<file path="config.mk">
export PLATFORM = sky130hd
export DESIGN_NAME = priority_arbiter_rr
export DESIGN_NICKNAME = d
export VERILOG_FILES = /design/src/rtl/priority_arbiter_rr.sv
export SDC_FILE = /design/constraint.sdc
export NUM_CORES = 1
export LEC_CHECK = 0
export BUFFER_PORTS_ARGS = -buffer_cell sky130_fd_sc_hd__buf_4
export CAP_MARGIN = 20
export CORE_MARGIN = 8
export CORE_UTILIZATION = 39
export DETAILED_ROUTE_END_ITERATION = 10
export GPL_ROUTABILITY_DRIVEN = 0
export GPL_TIMING_DRIVEN = 0
export PLACE_DENSITY = 0.82
export SLEW_MARGIN = 20
export SYNTH_ARGS = -nofsm -noshare
export SYNTH_HDL_FRONTEND = slang
export SYNTH_SLANG_ARGS = --single-unit
</file>
<file path="constraint.sdc">
create_clock -name clk -period 1.15 [get_ports clk]
set_input_delay 0.1725 -clock clk [delete_from_list [all_inputs] [get_ports clk]]
set_output_delay 0.1725 -clock clk [all_outputs]
set_load 0.1 [all_outputs]
</file>
<file path="src/rtl/priority_arbiter_rr.sv">
// priority_arbiter_rr: registered N-way arbiter with valid/ack hold, fixed-priority or round-robin search
module priority_arbiter_rr #(
  parameter int N = 8,
  parameter int RR_MODE = 0,
  localparam int W = $clog2(N)
) (
  input  logic         clk,
  input  logic         rst,
  input  logic         en,
  input  logic [N-1:0] req,
  input  logic         ack,
  output logic         grant_valid,
  output logic [W-1:0] grant_idx,
  output logic [N-1:0] grant_onehot,
  output logic [W-1:0] ptr
);
  logic         r_valid;
  logic [W-1:0] r_idx;
  logic [N-1:0] r_onehot;
  logic [W-1:0] r_ptr;
  logic         w_release;
  logic         w_load;
  logic [W-1:0] w_ptr_nxt;
  logic [W-1:0] w_base;
  logic [W-1:0] w_cand;
  logic [W-1:0] w_sel;
  logic         w_found;

  assign w_release = r_valid && ack;
  assign w_ptr_nxt = (w_release && RR_MODE != 0) ? ((r_idx == '0) ? W'(N-1) : r_idx - 1'b1) : r_ptr;
  assign w_base    = (RR_MODE != 0) ? w_ptr_nxt : W'(N-1);
  assign w_load    = en && w_found && (!r_valid || ack);

  // Descending search from w_base with wrap at N; later (higher-priority) hits overwrite earlier ones
  always_comb begin
    w_found = 1'b0;
    w_sel = '0;
    w_cand = '0;
    for (int k = N-1; k >= 0; k--) begin
      w_cand = (int'(w_base) >= k) ? W'(int'(w_base) - k) : W'(int'(w_base) + N - k);
      if (req[w_cand]) begin
        w_found = 1'b1;
        w_sel = w_cand;
      end
    end
  end

  // Grant state: load on idle or back-to-back after ack, hold otherwise, drop on bare ack
  always_ff @(posedge clk) begin
    if (rst) begin
      r_valid  <= 1'b0;
      r_idx    <= '0;
      r_onehot <= '0;
      r_ptr    <= W'(N-1);
    end else begin
      r_ptr <= w_ptr_nxt;
      if (w_load) begin
        r_valid  <= 1'b1;
        r_idx    <= w_sel;
        r_onehot <= {{(N-1){1'b0}}, 1'b1} << w_sel;
      end else if (w_release) begin
        r_valid  <= 1'b0;
        r_idx    <= '0;
        r_onehot <= '0;
      end
    end
  end

  assign grant_valid  = r_valid;
  assign grant_idx    = r_idx;
  assign grant_onehot = r_onehot;
  assign ptr          = r_ptr;
endmodule
</file>
==> run_results.csv <==
group,metric,value,unit
layout,layout.nets,101,
setup_path,critPathMaxStageDelay,390,ps
detailed_routing,via_per_inst,5.37,
setup_path,critical_path.slowest_cell,"dfxtp_4",
clock_network,cts_tree,"yes",
run_status,violations,"negative setup slack",
global_routing,track_usage,0.105,
layout,diodes,0,
power_and_ir_drop,power.density,1250,mW/mm²
clock_network,clockRootBuffer,"clkbuf_4",
detailed_routing,wl_per_cell,14.7,µm
setup_path,path_cells,"and2b_2 -> a221oi_4 -> buf_6 -> a22o_1",
power_and_ir_drop,ir_drop,0.827,mV
timing,setup_tns,-1210,ps
layout,layout_commonest_cell,"buf_4",
min_path,hp-start,"rst",
detailed_routing,drt-total-wl,1520,µm
floorplanning,ios,27,
floorplanning,die_h,54.1,µm
power_and_ir_drop,power_leakage,0.409,nW
synth,synth_area,566,µm²
clock_network,path_clk_slew,80,ps
setup_path,arrival,1500,ps
synth,synth_top_area_frac,0.425,
floorplanning,die_area,0.00292,mm²
placed_design,pre_cts_ws,-360,ps
global_routing,grt_max_degree,11,
setup_path,timing.rr.start,"grant_valid",
timing,rsz0062_at_grt,"true",
placed_design,dp_hpwl,1100,µm
global_routing,grt_pass1_vias,534,
floorplanning,core,0.00133,mm²
synth,yosys.area.top_type,"dfxtp_1",
run,drv_cap,0,
synth,synth_seq_area_share,0.425,
floorplanning,start_util,0.424,
timing,fmax,774,MHz
layout,finalNonFillerCells,103,
timing,fin_crit,1290,ps
clock_network,cts.htree.levels,1,
placed_design,dpl-instance-area,768,µm²
detailed_routing,antenna_left,0,
detailed_routing,firstDrtPassIters,4,
setup_path,setup.worst_path.start_class,"register",
setup_path,worstSetupStartpoint,"grant_valid",
global_routing,globalRoute.totalOverflow,0,
detailed_routing,drc_errors,0,
setup_path,critical_path.max_fanout,5,
setup_path,end_kind,"register",
detailed_routing,drtIter0Drc,10,
synth,synth_top_cells_by_area,"dfxtp_1 (42%), a22o_1 (6.2%), a221oi_4 (4.6%)",
clock_network,cts_buffers,3,
timing,timing.final.crit_share,1.12,
global_routing,grt_pass1_wl,2300,µm
synth,ys_ff_latch,12,
timing,setup_violations,11,
timing,fin_worst_skew,10.6,ps
layout,synthToLayoutAreaGrowth,50.2,%
floorplanning,rows,13,
layout,final_cell_mix,"buf_4 (28), dfxtp_1 (11), a22o_1 (4), a21oi_1 (4)",
detailed_routing,via_count,553,
synth,syn_inst,56,
clock_network,cts_buffer_depth,2,
placed_design,place_inst,96,
synth,synth.distinct_cells,28,
layout,final_layout_size_suffix_gt1_frac,0.500,
layout,utilization,0.637,
run_status,status,"finished with violations",
placed_design,io_buffer_count,23,
clock_network,clk_latency,270,ps
min_path,worst_hold_path_type,"input pin to register",
timing,fin_ws,-142,ps
floorplanning,die_x,54.1,µm
setup_path,crit_type,"register to register",
timing,drv_slew,0,
clock_network,cts_sinks,12,
layout,fin_area,850,µm²
setup_path,required,1360,ps
synth,ys_warn_count,0,
timing,hold_viol,0,
synth,avgSynthCellArea,10.1,µm²
global_routing,antenna_found_initial,0,
[layer usage]
layer  routed length (µm)  global-route usage  vias to the layer above
met4                   15              0.0492                        0
li1                     -                   -                      271
met2                  678               0.153                       22
met1                  688               0.134                      258
met5                    0                   0                        -
met3                  132              0.0358                        2
[what timing repair did]
| action | CTS | global route |
|---|---|---|
| pin swaps | 1 | 3 |
| gates resized for setup | 1 | 5 |
| gates cloned | 0 | 1 |
| buffers inserted | 1 | 1 |
| hold buffers | 0 | 0 |
| setup endpoints to repair | 10 | 11 |
[through the flow]
step | hold WS (ps) | power, mW
final | 75.8 | 1.06
after detailed placement | 367 | 0.776
after CTS | 72.3 | 1.05
after global routing | 73.3 | 1.11
after global placement | 363 | 0.773
after floorplan | 232 | 0.690
[critical path, delay by kind of cell, from the launching register on]
kind / cells / cell delay [ps]
AOI/OAI and AO/OA: 2 / 440
and+or+nand+nor: 1 / 240
DFF: 1 / 390
buffers and inverters: 1 / 170
[synthesized netlist by cell type (all sizes together)]
master    n
a21oi     4
nor4      2
a32o      3
or4       1
o2bb2ai   1
dfxtp    12
buf       4
a22o      5
o221ai    1
and2b     1
and3b     1
nand3     1
a221oi    1
conb      1
o21ai     2
a21o      2
nor2      3
nand2b    1
nand3b    1
nor3      2
o21a      1
inv       3
nand2     2
or2       1
[final timing paths]
path | to | slack (ps) | cells after the start
max | grant_onehot[5] | -140 | 4
min | grant_valid | 80 | 2
max reg2reg | grant_onehot[5] | -140 | 4
min reg2reg | grant_idx[2] | 470 | 1
[kinds of logic (layout without fill, tap and decap cells)]
logic type / Yosys count / after routing / share of synthesized area
other cells: 1 / 3 / 0.00663
flops: 12 / 12 / 0.425
buf+inv: 7 / 37 / 0.0796
simple gates: 16 / 16 / 0.181
compound gates: 20 / 20 / 0.308
[report_power, final]
part           internal (mW)  switching, mW
combinational          0.102          0.245
clock                  0.134          0.134
sequential             0.432         0.0125
total                  0.668          0.391
[flip-flops by register name (all words and copies together), names as in the netlist]
name and cells:
grant_valid 1, grant_onehot 8, grant_idx 3
[layout make-up]
cell class	instances	area [µm²]
inverter	3	11.3
multi-input combinational	39	317
buffer	4	33.8
tap	15	18.8
sequential	12	244
fill	132	484
clock buffer	4	26.3
timing repair buffer	26	199
Power figures use the tool's default switching activity.
